**config.mk**
```make
export PLATFORM = sky130hd
export DESIGN_NAME = countdown_timer
export DESIGN_NICKNAME = d
export VERILOG_FILES = /design/src/rtl/countdown_pkg.sv /design/src/rtl/edge_detect.sv /design/src/rtl/countdown_timer.sv
export SDC_FILE = /design/constraint.sdc
export NUM_CORES = 1
export LEC_CHECK = 0
export ABC_AREA = 1
export BUFFER_PORTS_ARGS = -buffer_cell sky130_fd_sc_hd__buf_2
export CAP_MARGIN = 20
export CORE_UTILIZATION = 40
export DETAILED_ROUTE_END_ITERATION = 12
export HOLD_SLACK_MARGIN = 0.02
export MAX_ROUTING_LAYER = met4
export SLEW_MARGIN = 5
export SYNTH_ARGS = -nofsm -noshare
export SYNTH_HDL_FRONTEND = slang
export SYNTH_HIERARCHICAL = 1
export SYNTH_SLANG_ARGS = --single-unit
```
**constraint.sdc**
```tcl
create_clock -name CLK -period 1.8 [get_ports CLK]
set_input_delay 0.18 -clock CLK [delete_from_list [all_inputs] [get_ports CLK]]
set_output_delay 0.18 -clock CLK [all_outputs]
set_load 0.02 [all_outputs]
```
**src/rtl/countdown_pkg.sv**
```systemverilog
// countdown_pkg
// Shared definitions for the two-digit BCD countdown timer: the FSM state
// encoding, the default prescale ratio and the largest legal BCD digit.
// Ports: none (package).
package countdown_pkg;

  // State encoding kept as plain constants so legacy code can compare
  // against raw values.
  typedef logic [1:0] state_t;

  localparam state_t ST_IDLE    = 2'd0;
  localparam state_t ST_RUN     = 2'd1;
  localparam state_t ST_PAUSE   = 2'd2;
  localparam state_t ST_EXPIRED = 2'd3;

  // CLK cycles per count tick (50 MHz clock -> one tick per second).
  localparam int unsigned PRESCALE_DEFAULT = 50000000;

  localparam logic [3:0] BCD_MAX = 4'd9;

  // Saturate a preset digit so the count never holds a non-BCD value.
  function automatic logic [3:0] clamp_bcd(input logic [3:0] digit);
    return (digit > BCD_MAX) ? BCD_MAX : digit;
  endfunction

endpackage

```
**src/rtl/edge_detect.sv**
```systemverilog
// edge_detect
// Rising-edge detector: registers IN every cycle and flags the cycle in
// which IN is high while the previous sample was low. A held-high input
// therefore produces exactly one EDGE.
// Ports:
//   CLK  - clock, rising edge
//   RST  - asynchronous, active-low reset (clears the stored sample)
//   IN   - synchronous level input
//   EDGE - high for the cycle in which IN first reads high
module edge_detect (
  input  logic CLK,
  input  logic RST,
  input  logic IN,
  output logic EDGE
);

  logic prev_q;
  logic prev_d;

  always_comb begin
    prev_d = IN;
  end

  always_ff @(posedge CLK or negedge RST) begin
    if (!RST) begin
      prev_q <= 1'b0;
    end else begin
      prev_q <= prev_d;
    end
  end

  assign EDGE = IN & ~prev_q;

endmodule

```
**src/rtl/countdown_timer.sv**
```systemverilog
// countdown_timer
// Two-digit BCD countdown timer. A preset is loaded with LOAD, a rising
// edge on START_STOP starts/pauses/resumes the countdown, and the count
// decrements once every PRESCALE clock cycles while running. Reaching 00
// enters EXPIRED, which pulses DONE once and holds BUZZ until acknowledged.
// Ports:
//   CLK, RST          - clock and asynchronous active-low reset
//   LOAD              - load preset digits (ignored while running)
//   LOAD_TENS/ONES    - BCD preset digits, values above 9 clamp to 9
//   START_STOP        - start/pause/resume/acknowledge on rising edge
//   TENS, ONES        - current count, BCD
//   RUNNING           - high while counting
//   DONE              - one-cycle pulse on expiry
//   BUZZ              - high while expired
module countdown_timer
  import countdown_pkg::*;
#(
  parameter int unsigned PRESCALE = PRESCALE_DEFAULT
) (
  input  logic       CLK,
  input  logic       RST,
  input  logic       LOAD,
  input  logic [3:0] LOAD_TENS,
  input  logic [3:0] LOAD_ONES,
  input  logic       START_STOP,
  output logic [3:0] TENS,
  output logic [3:0] ONES,
  output logic       RUNNING,
  output logic       DONE,
  output logic       BUZZ
);

  localparam int PW = (PRESCALE > 1) ? $clog2(PRESCALE) : 1;
  localparam logic [PW-1:0] PRESC_LAST = PW'(PRESCALE - 1);

  state_t        state_q, state_d;
  logic [3:0]    tens_q, tens_d;
  logic [3:0]    ones_q, ones_d;
  logic [PW-1:0] presc_q, presc_d;
  logic          done_q, done_d;

  logic ss_edge;
  logic tick;
  logic count_zero;
  logic count_last;

  edge_detect u_edge_detect (
    .CLK  (CLK),
    .RST  (RST),
    .IN   (START_STOP),
    .EDGE (ss_edge)
  );

  assign tick       = (state_q == ST_RUN) && (presc_q == PRESC_LAST);
  assign count_zero = (tens_q == 4'd0) && (ones_q == 4'd0);
  // Treating 00 like 01 keeps the count from ever wrapping below zero.
  assign count_last = (tens_q == 4'd0) && (ones_q <= 4'd1);

  always_comb begin
    state_d = state_q;
    tens_d  = tens_q;
    ones_d  = ones_q;
    presc_d = presc_q;
    done_d  = 1'b0;

    if (state_q != ST_RUN && LOAD) begin
      // LOAD outranks any simultaneous START_STOP edge outside RUN.
      tens_d  = clamp_bcd(LOAD_TENS);
      ones_d  = clamp_bcd(LOAD_ONES);
      presc_d = '0;
      state_d = ST_IDLE;
    end else begin
      case (state_q)
        ST_IDLE: begin
          if (ss_edge && !count_zero) begin
            presc_d = '0;
            state_d = ST_RUN;
          end
        end
        ST_RUN: begin
          if (tick) begin
            presc_d = '0;
            if (count_last) begin
              // Expiry swallows any edge arriving in the same cycle.
              tens_d  = 4'd0;
              ones_d  = 4'd0;
              state_d = ST_EXPIRED;
              done_d  = 1'b1;
            end else begin
              if (ones_q != 4'd0) begin
                ones_d = ones_q - 4'd1;
              end else begin
                ones_d = BCD_MAX;
                tens_d = tens_q - 4'd1;
              end
              if (ss_edge) begin
                state_d = ST_PAUSE;
              end
            end
          end else begin
            presc_d = presc_q + PW'(1);
            if (ss_edge) begin
              state_d = ST_PAUSE;
            end
          end
        end
        ST_PAUSE: begin
          // Prescaler is retained so the partial tick period resumes.
          if (ss_edge) begin
            state_d = ST_RUN;
          end
        end
        ST_EXPIRED: begin
          if (ss_edge) begin
            state_d = ST_IDLE;
          end
        end
        default: begin
          state_d = ST_IDLE;
        end
      endcase
    end
  end

  always_ff @(posedge CLK or negedge RST) begin
    if (!RST) begin
      state_q <= ST_IDLE;
      tens_q  <= 4'd0;
      ones_q  <= 4'd0;
      presc_q <= '0;
      done_q  <= 1'b0;
    end else begin
      state_q <= state_d;
      tens_q  <= tens_d;
      ones_q  <= ones_d;
      presc_q <= presc_d;
      done_q  <= done_d;
    end
  end

  assign TENS    = tens_q;
  assign ONES    = ones_q;
  assign RUNNING = (state_q == ST_RUN);
  assign DONE    = done_q;
  assign BUZZ    = (state_q == ST_EXPIRED);

endmodule

```
==> After elaboration in Yosys (flattened, before gate mapping) <==
Cells that the tools add are included.
{ "totals": {"register_bits": 38, "in_bits": 12, "out_inout_bits": 11, "elab_cells": 68} }
{ "classes": {"n_addsub": 3, "magnitude_cmp": 3, "n_eq_ne": 9, "mux": 28, "bitwise_logic": 2, "n_reduce_logical": 17} }
{ "op_table": {"columns": ["operator", "count"], "rows": [
  ["$mux W26", 3],
  ["$pmux W26 S2", 1],
  ["$mux W4", 12],
  ["$add A26 B1 Y26 const B", 1],
  ["$eq A26 B26 Y1 const B", 1],
  ["$mux W2", 7],
  ["$ne A3 B3 Y1 const B", 3],
  ["$gt A4 B4 Y1 const B", 2],
  ["$logic_not A4 Y1", 2],
  ["$pmux W2 S4", 1],
  ["$sub A4 B1 Y4 const B", 2],
  ["$reduce_and A3 Y1", 2],
  ["$logic_and A1 B1 Y1", 5],
  ["$eq A2 B2 Y1 const B", 2],
  ["$le A4 B1 Y1 const B", 1],
  ["$mux W1", 4],
  ["$reduce_and A2 Y1", 2],
  ["$reduce_bool A2 Y1", 2],
  ["$reduce_bool A4 Y1", 1],
  ["$ne A3 B1 Y1 const B", 1],
  ["$reduce_bool A3 Y1", 1],
  ["$eq A2 B1 Y1 const B", 1],
  ["$logic_not A2 Y1", 1],
  ["$ne A2 B1 Y1 const B", 1],
  ["3 further kinds", 3]
]} }

==> Logic depth before layout (Yosys ltp) <==
Gate-level depths: netlist of run 1.
{ "logic_depth": {"word_depth": 7, "depth_mapped": 10, "ltp_nobuf": 10} }

==> Cells and area by module <==
The synthesis of run 1 kept the hierarchy.
{ "modules_own_cells": {"columns": ["module", "n_inst", "cells_per_inst", "area_each_um2", "seq_area_each_um2"], "rows": [
  ["countdown_timer", 1, 373, 2494.9, 925.9],
  ["edge_detect", 1, 3, 35.0, 25.0]
]} }

==> Worst setup path after synthesis of run 1 <==
Ideal clock, no wire load.
{ "synth_timing": {"path_type": "register -> register", "startpoint": "register presc_q[0]", "endpoint": "register tens_q[3] (netlist: TENS[3])", "setup_ns": 0.121, "arrival_time_ns": 1.442, "required_time_ns": 1.679, "path_slack_ns": 0.237, "stages_incl_launch_ff": 11, "n_path_buf": 0, "period_less_slack_ns": 1.563, "cell_sequence": "dfrtp_1 > ha_1 > nand2_2 > nor2_4 > nand2_1 > nor2_2 > nand3_2 > nand2_4 > nand2_4 > nand2_2 > o21ai_2"} }
{ "synth_via": {"elab_chain_cells": 4} }
{ "synth_lines": {"columns": ["element", "line", "source"], "rows": [
  ["start: declaration", "countdown_timer.sv:39", "logic [PW-1:0] presc_q, presc_d;"],
  ["start signal: assignment", "countdown_timer.sv:136", "presc_q <= presc_d;"],
  ["$eq A26 B26 Y1", "countdown_timer.sv:54", "assign tick = (state_q == ST_RUN) && (presc_q == PRESC_LAST);"],
  ["$logic_and A1 B1 Y1", "countdown_timer.sv:54", null],
  ["$reduce_bool A2 Y1 (no source line)", null, null],
  ["$reduce_and A3 Y1 (no source line)", null, null],
  ["end signal: assignment", "countdown_timer.sv:134", "tens_q <= tens_d;"],
  ["end: declaration", "countdown_timer.sv:37", "logic [3:0] tens_q, tens_d;"]
]} }
No other way between the ends.
A chain may end at the register's enable or synchronous reset.

==> Worst setup path after layout of run 1 <==
{ "layout_timing": {"startpoint": "register presc_q[1]", "endpoint": "register presc_q[21]"} }
{ "layout_via": {"elab_chain_cells": 5, "elab_cells_between_ends": 6, "cone_classes": "add/sub (1); eq/ne (1); mux (3); reduce/logical (1)"} }
{ "layout_lines": {"columns": ["element", "line", "source"], "rows": [
  ["branches (longest 2 deep; another with $add A26 B1 Y26)", null, null],
  ["$mux W26 *", "countdown_timer.sv:81", "if (tick) begin"],
  ["$pmux W26 S2 *", "countdown_timer.sv:73", "case (state_q)"],
  ["$mux W26 *", "countdown_timer.sv:66", "if (state_q != ST_RUN && LOAD) begin"]
]} }
Every way passes the cells marked *.

==> impl_metrics.csv, run 1 <==
group,metric,value,unit
run_status,status,"completed",
setup_path,path_cells,"ha_2, nand2_2, nor2_4, buf_4, inv_2, nor3_2, nand3_2, buf_4, nand4_1, nand2_1",
final_layout,fillers,623,
global_route,gr-total-overflow,0,
synth,synth-seq-cells,38,
global_route,grt_first_pass_wirelength,10.8,mm
final_layout,fin_util,0.490,
timing,slew_headroom,0.676,
setup_path,reg2reg_to,"presc_q[21]$_DFFE_PN0P_",
synth,synth_cells,376,
worst_hold_path,hold_class,"primary input to flop",
synth,yosys_warnings,6,
timing,rsz0062_at_grt,"no",
place,post-place-ws,0.107,ns
floorplanning,die_area,6650,um^2
timing,setup_viol,0,
detailed_routing,first_pass_iters,4,
final_layout,final_area,2950,um^2
setup_path,cp.required,1.98,ns
detailed_routing,drt_wl_total,6.11,mm
timing,timing_hold_violations_final,0,
place,dp_hpwl,4.66,mm
synth,synth_common_cells,"nand2_1, nor2_1, dfrtp_1, inv_1, nand3_1",
worst_hold_path,min_from,"LOAD_ONES[0]",
setup_path,rrSetupSlack,0.16,ns
run,max_cap_violations,0,
setup_path,arrival,1.82,ns
floorplanning,die_h,81.5,um
final_layout,antennaDiodeCount,0,
timing,fin_hold_ws,0.231,ns
timing,slew_violations,0,
setup_path,crit_family,"simple AND/OR/NAND/NOR gates",
power,power_frac_clock,0.199,
setup_path,crit_slowest_cell,"dfrtp_1",
power,p_int,1.78,mW
final_layout,syn_to_final_growth,16.8,%
detailed_routing,drcViolationCount,0,
synth,synthesis.area,2530,um^2
global_route,grt_pass1_vias,2396,
place,place_congestion,0.927,
setup_path,critPathMostFrequentCell,"buf_4",
clock_tree,cts_tree,"done",
final_layout,layout-drive-gt1-share,0.171,
clock_tree,cts_root_buffer,"clkbuf_8",
synth,yosysTopAreaCellShare,0.376,
worst_hold_path,hold_depth,5,
power,switchingPower,1.30,mW
clock_tree,cts_sinks,38,
synth,yosysSeqAreaShare,0.376,
floorplanning,num_rows,28,
final_layout,num-nets-final,433,
setup_path,path_max_fanout,8,
global_route,antenna_found_initial,0,
power,swShare,0.422,
detailed_routing,num_vias,2454,
clock_tree,insertion_delay,0.28,ns
synth,yosysTopAreaCell,"dfrtp_1",
clock_tree,htreeDepth,2,
setup_path,cp.buffers_inverters,3,
clock_tree,cts_buffers,5,
place,dpl_cell_area,2810,um^2
timing,fmax,0.610,GHz
synth,synth_area_leaders,"dfrtp_1, nand2_1, nor2_1",
setup_path,start_kind,"flop",
worst_hold_path,min_to,"ONES[0]$_DFFE_PN0P_",
power,ir_drop,0.732,mV
timing,fin_crit,1.64,ns
power,seqPwrFrac,0.367,
floorplanning,die_w,81.5,um
global_route,grt.total_usage,0.218,
power,power_density,1040,nW/um^2
synth,yosys_most_used_dff,"dfrtp_1",
power,p_comb_frac,0.434,
detailed_routing,antenna_left,0,
timing,worst_slack,0.161,ns
setup_path,path_class,"flop to flop",
timing,tightest_slew,0.487,ns
setup_path,r2r_cells,10,
floorplanning,start_util,0.420,
floorplanning,coreArea,6030,um^2
setup_path,reg2reg_from,"presc_q[1]$_DFFE_PN0P_",
floorplanning,io_pins,23,
synth,synth-async-reset-ratio,1.00,
detailed_routing,drt_iter0_markers,128,
setup_path,slowest_delay,0.37,ns
global_route,grt_max_degree,39,
detailed_routing,wire_per_inst,12.4,um
timing,setup_tns,0,ns
clock_tree,cts_buffer_depth,2,
detailed_routing,vias_per_cell,4.96,
synth,synthesis.area_per_instance,6.73,um^2
power,p_leak,1.45,nW
synth,syn-num-nets,390,
timing,fin_crit_sh,0.911,
setup_path,end_kind,"flop",
synth,synth_cell_types,30,
timing,skew,0.00494,ns
synth,synth_edf_count,0,
synth,synth_most_common_cell,"nand2_1",
clock_tree,cts.clk_slew.worst_paths,0.07,ns
place,portBuffers,22,
routing by layer:
layer,wire length [um],GRT usage,vias up
li1,-,-,1287
met3,188,0.0333,13
met5,0,-,-
met1,2890,0.266,1099
met4,144,0.0768,0
met2,2890,0.363,55
flip-flops by register name (all words and copies together), names as in the netlist:
register and flops:
ONES 4, presc_q 26, u_edge_detect/prev_q 1, DONE 1
TENS 4, state_q 2
layout make-up:
cell class / count / area [um^2] / area share
clock buffer: 7 / 86.3 / 0.0292
clock inverter: 1 / 5.00 / 0.00169
inverter: 37 / 139 / 0.0470
multi-input combinational: 296 / 1410 / 0.477
sequential: 38 / 951 / 0.322
tap: 75 / 93.8 / 0.0318
timing repair buffer: 41 / 270 / 0.0915
metrics by stage:
stage / instances / power [mW]
global route: 495 / 3.35
global placement: 481 / 2.46
CTS: 491 / 3.09
finish: 495 / 3.07
floorplan: 376 / 2.05
detailed placement: 481 / 2.47
cell usage in the layout, fill, tap and decap left out, drive strengths merged:
master | Yosys | final
a21o | 2 | 2
dfrtp | 38 | 38
nand3b | 2 | 2
o31ai | 1 | 1
o21ai | 16 | 16
clkbuf | 1 | 7
a21oi | 2 | 2
or2 | 6 | 6
dlygate4sd3 | 0 | 2
xor2 | 8 | 8
o22ai | 3 | 3
buf | 4 | 39
inv | 37 | 37
clkinv | 0 | 1
nand3 | 36 | 36
xnor2 | 3 | 3
nand2 | 141 | 141
nor3 | 4 | 4
ha | 2 | 2
nand4 | 16 | 16
nor2 | 54 | 54
power groups by stage:
stage	Sequential [mW]	Clock [mW]	Combinational [mW]
after floorplan	1.22	0	0.829
after global placement	1.14	0	1.32
after detailed placement	1.14	0	1.32
after CTS	1.13	0.631	1.33
after global routing	1.15	0.680	1.52
final	1.13	0.610	1.33
repair_timing:
item                       CTS  global route
setup buffers                0             4
gates resized for setup      0             1
hold endpoints to repair    39             0
hold buffers                 2             0
setup endpoints to repair    0             5
logic make-up (layout without fill, tap and decap cells):
kind of cell,after synthesis,after routing,share of synthesized area
AO/OA/AOI/OAI,24,24,0.0534
XOR/XNOR,11,11,0.0381
adder cells (fa/ha/maj),2,2,0.00989
buffers and inverters,42,86,0.0682
flip-flops,38,38,0.376
AND/OR/NAND/NOR,259,259,0.454
tightest hold or removal path, cell delays in order:
cell     delay [ns]
buf_2          0.07
o21ai_0        0.07
o21ai_0        0.06
nand2_1        0.05
nand2_1        0.05
worst max-delay path by stage:
stage | start | end | slack [ns] | cells after the start
after floorplan | presc_q[0]$_DFFE_PN0P_ | TENS[3]$_DFFE_PN0P_ | 0.24 | 10
after global placement | presc_q[1]$_DFFE_PN0P_ | TENS[3]$_DFFE_PN0P_ | 0.16 | 10
after detailed placement | presc_q[1]$_DFFE_PN0P_ | TENS[3]$_DFFE_PN0P_ | 0.11 | 10
after CTS | presc_q[1]$_DFFE_PN0P_ | TENS[3]$_DFFE_PN0P_ | 0.09 | 10
after global routing | state_q[1]$_DFFE_PN0P_ | RUNNING | 0.03 | 5
final | presc_q[1]$_DFFE_PN0P_ | presc_q[21]$_DFFE_PN0P_ | 0.16 | 10
No activity file was read; power rests on OpenSTA's default activity.
==> inputs of run 2 (changes only) <==
==> constraint.sdc (replaced) <==
create_clock -name CLK -period 1.97 [get_ports CLK]
set_input_delay 0.197 -clock CLK [delete_from_list [all_inputs] [get_ports CLK]]
set_output_delay 0.197 -clock CLK [all_outputs]
set_load 0.02 [all_outputs]
==> impl_metrics.csv, run 2 (synthesis gave the netlist of run 1 again) <==
group,metric,value,unit
final_layout,fillers,636,
setup_path,end_kind,"output pin",
clock_tree,cts_buffer_depth,2,
timing,fin_crit,1.78,ns
detailed_routing,num_vias,2405,
timing,slew_headroom,0.757,
setup_path,arrival,1.59,ns
final_layout,regMostFlops,"presc_q",
detailed_routing,wire_per_inst,12.5,um
timing,fin_crit_sh,0.905,
timing,skew,0.00621,ns
clock_tree,cts_setup_buffers,0,
timing,tightest_slew,0.362,ns
run,max_cap_violations,0,
floorplanning,die_area,6650,um^2
final_layout,num-nets-final,420,
timing,fmax,0.561,GHz
setup_path,slowest_delay,0.40,ns
detailed_routing,drcViolationCount,0,
setup_path,path_max_fanout,19,
final_layout,syn_to_final_growth,13.3,%
setup_path,cp.required,1.77,ns
detailed_routing,antenna_left,0,
final_layout,layout-drive-gt1-share,0.145,
floorplanning,die_w,81.5,um
timing,setup_viol,0,
final_layout,antennaDiodeCount,0,
floorplanning,io_pins,23,
clock_tree,cts_tree,"done",
global_route,grt_max_degree,27,
global_route,grt_pass1_vias,2330,
power,ir_drop,0.637,mV
global_route,grt_first_pass_wirelength,10.4,mm
clock_tree,htreeDepth,2,
global_route,antenna_found_initial,0,
detailed_routing,vias_per_cell,4.99,
global_route,gr-total-overflow,0,
clock_tree,cts_buffers,5,
place,dp_hpwl,4.64,mm
setup_path,cp.buffers_inverters,4,
timing,slew_violations,0,
power,power_density,964,nW/um^2
floorplanning,die_h,81.5,um
setup_path,crit_family,"buffers and inverters",
run_status,status,"completed",
power,total_power,2.76,mW
setup_path,path_cells,"inv_1, nand2_2, inv_1, buf_4, buf_2",
clock_tree,cts_root_buffer,"clkbuf_8",
clock_tree,insertion_delay,0.29,ns
setup_path,start_kind,"flop",
setup_path,critPathMostFrequentCell,"inv_1",
floorplanning,coreArea,6030,um^2
detailed_routing,first_pass_iters,4,
setup_path,crit_slowest_cell,"dfrtp_1",
place,place_congestion,0.915,
clock_tree,cts_sinks,38,
timing,fin_hold_ws,0.237,ns
final_layout,largest_reg_flops,26,
final_layout,final_cell_mix,"nand2_1, nor2_1, dfrtp_1, inv_1, nand3_1",
timing,setup_tns,0,ns
worst_hold_path,hold_class,"primary input to flop",
place,portBuffers,22,
clock_tree,cts.clk_slew.worst_paths,0.08,ns
detailed_routing,drt_iter0_markers,139,
detailed_routing,drt_wl_total,6.02,mm
timing,timing_hold_violations_final,0,
final_layout,final_common_cell,"nand2_1",
power,p_leak,1.39,nW
setup_path,path_class,"flop to output pin",
timing,rsz0062_at_grt,"no",
floorplanning,num_rows,28,
floorplanning,start_util,0.420,
global_route,grt.total_usage,0.211,
-- run 2: changes by cell type in the layout (fill, tap and decap cells not counted) --
| cell | before | now |
|---|---|---|
| ha_2 | 1 | 0 |
| ha_1 | 1 | 2 |
| clkinvlp_4 | 0 | 1 |
| buf_4 | 16 | 3 |
| nand3_4 | 0 | 1 |
| nand3_2 | 2 | 1 |
| clkbuf_1 | 1 | 0 |
-- run 2: metrics by stage --
| step | setup slack, ns | area (um^2) | instances | utilization |
|---|---|---|---|---|
| finish | 0.187 | 2870 | 482 | 0.475 |
| global route | 0.0173 | 2870 | 482 | 0.475 |
| CTS | 0.0994 | 2860 | 482 | 0.474 |
| detailed placement | 0.120 | 2740 | 472 | 0.455 |
| global placement | 0.150 | 2740 | 472 | 0.455 |
| floorplan | 0.407 | 2530 | 376 | - |
-- run 2: worst paths after layout --
| check | slack (ns) | end | startpoint | depth (start not counted) |
|---|---|---|---|---|
| max reg2reg | 0.19 | TENS[3]$_DFFE_PN0P_ | presc_q[0]$_DFFE_PN0P_ | 10 |
| max | 0.19 | RUNNING | state_q[1]$_DFFE_PN0P_ | 5 |
| min in group asynchronous | 0.33 | presc_q[22]$_DFFE_PN0P_ | RST | 2 |
| max in group asynchronous | 1.02 | TENS[3]$_DFFE_PN0P_ | RST | 3 |
| min | 0.24 | ONES[0]$_DFFE_PN0P_ | LOAD_ONES[0] | 5 |
| min reg2reg | 0.50 | TENS[0]$_DFFE_PN0P_ | TENS[0]$_DFFE_PN0P_ | 2 |
-- run 2: layout make-up --
type,instances,area (um^2),share of cell area
clock buffer,6,82.6,0.0288
multi-input combinational,296,1410,0.493
clock inverter,2,12.5,0.00437
timing repair buffer,28,173,0.0603
sequential,38,951,0.332
inverter,37,139,0.0485
tap,75,93.8,0.0328
-- run 2: repair_timing --
item | 4_1_cts | 5_1_grt
hold buffers | 2 | 0
gates resized for setup | 0 | 1
endpoints found under the setup margin | 0 | 11
endpoints found under the hold margin | 14 | 0
-- run 2: metal layers --
layer / global-route usage / part of all wire / vias to the layer above
met5: - / 0 / -
met2: 0.363 / 0.47 / 50
met1: 0.249 / 0.47 / 1085
met4: 0.0714 / 0.023 / 0
met3: 0.0333 / 0.038 / 11
li1: - / - / 1259
-- run 2: power by group --
part           switching, mW  internal [mW]  total, mW
Combinational          0.760          0.392       1.15
Sequential             0.136          0.903       1.04
Clock                  0.288          0.282      0.570
Total                   1.18           1.58       2.76
-- run 2: tightest hold or removal path, delay by kind of cell --
family	cells	cell delay [ns]
AND/OR/NAND/NOR	2	0.10
buffers and inverters	1	0.07
AO/OA/AOI/OAI	2	0.14
==> inputs of run 3 (changes only) <==
--- a/config.mk
+++ b/config.mk
@@ -12,6 +12,7 @@
 export DETAILED_ROUTE_END_ITERATION = 12
 export HOLD_SLACK_MARGIN = 0.02
 export MAX_ROUTING_LAYER = met4
+export PLACE_DENSITY_LB_ADDON = 0.08
 export SLEW_MARGIN = 5
 export SYNTH_ARGS = -nofsm -noshare
 export SYNTH_HDL_FRONTEND = slang
==> impl_metrics.csv, run 3 (synthesis gave the netlist of run 1 again) <==
group,metric,value,unit
setup_path,start_kind,"flop",
timing,tightest_slew,0.338,ns
timing,setup_viol,0,
global_route,antenna_found_initial,0,
place,dpl.cell_count,475,
power,p_leak,1.41,nW
setup_path,path_class,"flop to flop",
setup_path,crit_slowest_cell,"dfrtp_1",
timing,fin_crit_sh,0.921,
floorplanning,die_w,81.5,um
timing,fmax,0.551,GHz
detailed_routing,drt_iter0_markers,155,
floorplanning,num_rows,28,
worst_hold_path,hold_class,"primary input to flop",
clock_tree,cts_buffers,5,
power,swShare,0.429,
setup_path,cp.buffers_inverters,1,
floorplanning,coreArea,6030,um^2
final_layout,fillers,647,
clock_tree,cts_setup_buffers,0,
power,power_density,966,nW/um^2
clock_tree,insertion_delay,0.29,ns
run,max_cap_violations,0,
clock_tree,cts_buffer_depth,2,
clock_tree,cts_root_buffer,"clkbuf_8",
detailed_routing,antenna_left,0,
timing,slew_headroom,0.773,
place,post-place-ws,0.0866,ns
global_route,grt_max_degree,39,
final_layout,fin_cells,485,
power,p_comb_frac,0.429,
floorplanning,start_util,0.420,
global_route,grt.total_usage,0.225,
power,p_int,1.60,mW
detailed_routing,drcViolationCount,0,
global_route,grt_first_pass_wirelength,11.0,mm
floorplanning,die_area,6650,um^2
setup_path,end_kind,"flop",
clock_tree,htreeDepth,2,
timing,fin_crit,1.81,ns
timing,slew_violations,0,
place,dp_hpwl,4.81,mm
timing,worst_slack,0.155,ns
final_layout,multi_input_area,1410,um^2
timing,rsz0062_at_grt,"no",
setup_path,cp.required,2.15,ns
final_layout,final_common_cell,"nand2_1",
power,switchingPower,1.20,mW
clock_tree,cts_sinks,38,
clock_tree,cts_tree,"done",
setup_path,crit_family,"simple AND/OR/NAND/NOR gates",
detailed_routing,wire_per_inst,13.2,um
run_status,status,"completed",
final_layout,final-seq-area,951,um^2
power,seqPwrFrac,0.371,
setup_path,path_max_fanout,16,
final_layout,largest_reg_flops,26,
detailed_routing,first_pass_iters,5,
timing,skew,0.00463,ns
setup_path,arrival,1.99,ns
global_route,gr-total-overflow,0,
place,place_congestion,0.901,
floorplanning,io_pins,23,
final_layout,num-nets-final,423,
final_layout,final_cell_mix,"nand2_1, nor2_1, dfrtp_1, inv_1, nand3_1",
final_layout,layout-drive-gt1-share,0.149,
final_layout,regMostFlops,"presc_q",
detailed_routing,vias_per_cell,5.05,
final_layout,syn_to_final_growth,14.5,%
power,ir_drop,0.670,mV
setup_path,slowest_delay,0.43,ns
place,portBuffers,22,
detailed_routing,num_vias,2447,
global_route,grt_pass1_vias,2385,
floorplanning,die_h,81.5,um
timing,setup_tns,0,ns
timing,timing_hold_violations_final,0,
detailed_routing,drt_wl_total,6.41,mm
final_layout,antennaDiodeCount,0,
power,power_frac_clock,0.200,
clock_tree,cts.clk_slew.worst_paths,0.07,ns
setup_path,path_cells,"ha_1, nand2_2, nor2_4, inv_2, nor3_2, nand3_4, nand4_1, nand2_1",
run 3: changes by cell type in the layout (fill, tap and decap cells not counted):
cell and delta:
clkinvlp_4 -1, buf_12 +1, clkbuf_1 +1, buf_4 +2
run 3: final cells by class:
cell class	count	area share
Multi-Input combinational cell	296	0.488
Sequential cell	38	0.328
Timing Repair Buffer	31	0.0717
Inverter	37	0.0479
Tap cell	75	0.0324
Clock buffer	7	0.0298
Clock inverter	1	0.00173
run 3: timing repair:
action / in CTS / in global routing
gates resized for setup: 0 / 1
endpoints found under the setup margin: 0 / 16
hold endpoints to repair: 39 / 0
hold buffers: 2 / 0
run 3: final timing paths:
kind                                                 to                    from  cells past startpoint  slack, ns
max in group asynchronous        presc_q[2]$_DFFE_PN0P_                     RST                      3       1.37
worst min-delay path                ONES[0]$_DFFE_PN0P_            LOAD_ONES[0]                      5       0.25
min in group asynchronous       presc_q[21]$_DFFE_PN0P_                     RST                      3       0.40
worst min register to register      TENS[0]$_DFFE_PN0P_     TENS[0]$_DFFE_PN0P_                      2       0.50
worst max-delay path            presc_q[21]$_DFFE_PN0P_  presc_q[0]$_DFFE_PN0P_                      8       0.16
worst max register to register  presc_q[21]$_DFFE_PN0P_  presc_q[0]$_DFFE_PN0P_                      8       0.16
run 3: worst reg2reg max path, delay by kind of cell, from the launching register on:
kind	cells	cell delay, ns
flip-flops	1	0.43
AND/OR/NAND/NOR	6	0.95
adder cells (fa/ha/maj)	1	0.26
buffers and inverters	1	0.08
run 3: metrics by stage:
step,power (mW),utilization,hold WS (ns),instance area (um^2)
CTS,2.83,0.479,0.236,2890
floorplan,1.88,-,-0.0986,2530
global placement,2.24,0.461,0.186,2780
global route,3.01,0.481,0.277,2900
detailed placement,2.26,0.461,0.184,2780
finish,2.80,0.481,0.245,2900
run 3: power by group through the flow:
stage | logic, mW | registers [mW] | clock network (mW)
finish | 1.20 | 1.04 | 0.559
floorplan | 0.757 | 1.12 | 0
global route | 1.34 | 1.06 | 0.614
global placement | 1.20 | 1.05 | 0
CTS | 1.22 | 1.04 | 0.581
detailed placement | 1.21 | 1.05 | 0
run 3: per-layer routing:
layer,GRT usage,wire (um)
met5,-,0
met4,0.0821,111
met3,0.0311,200
met2,0.374,3120
met1,0.277,2970
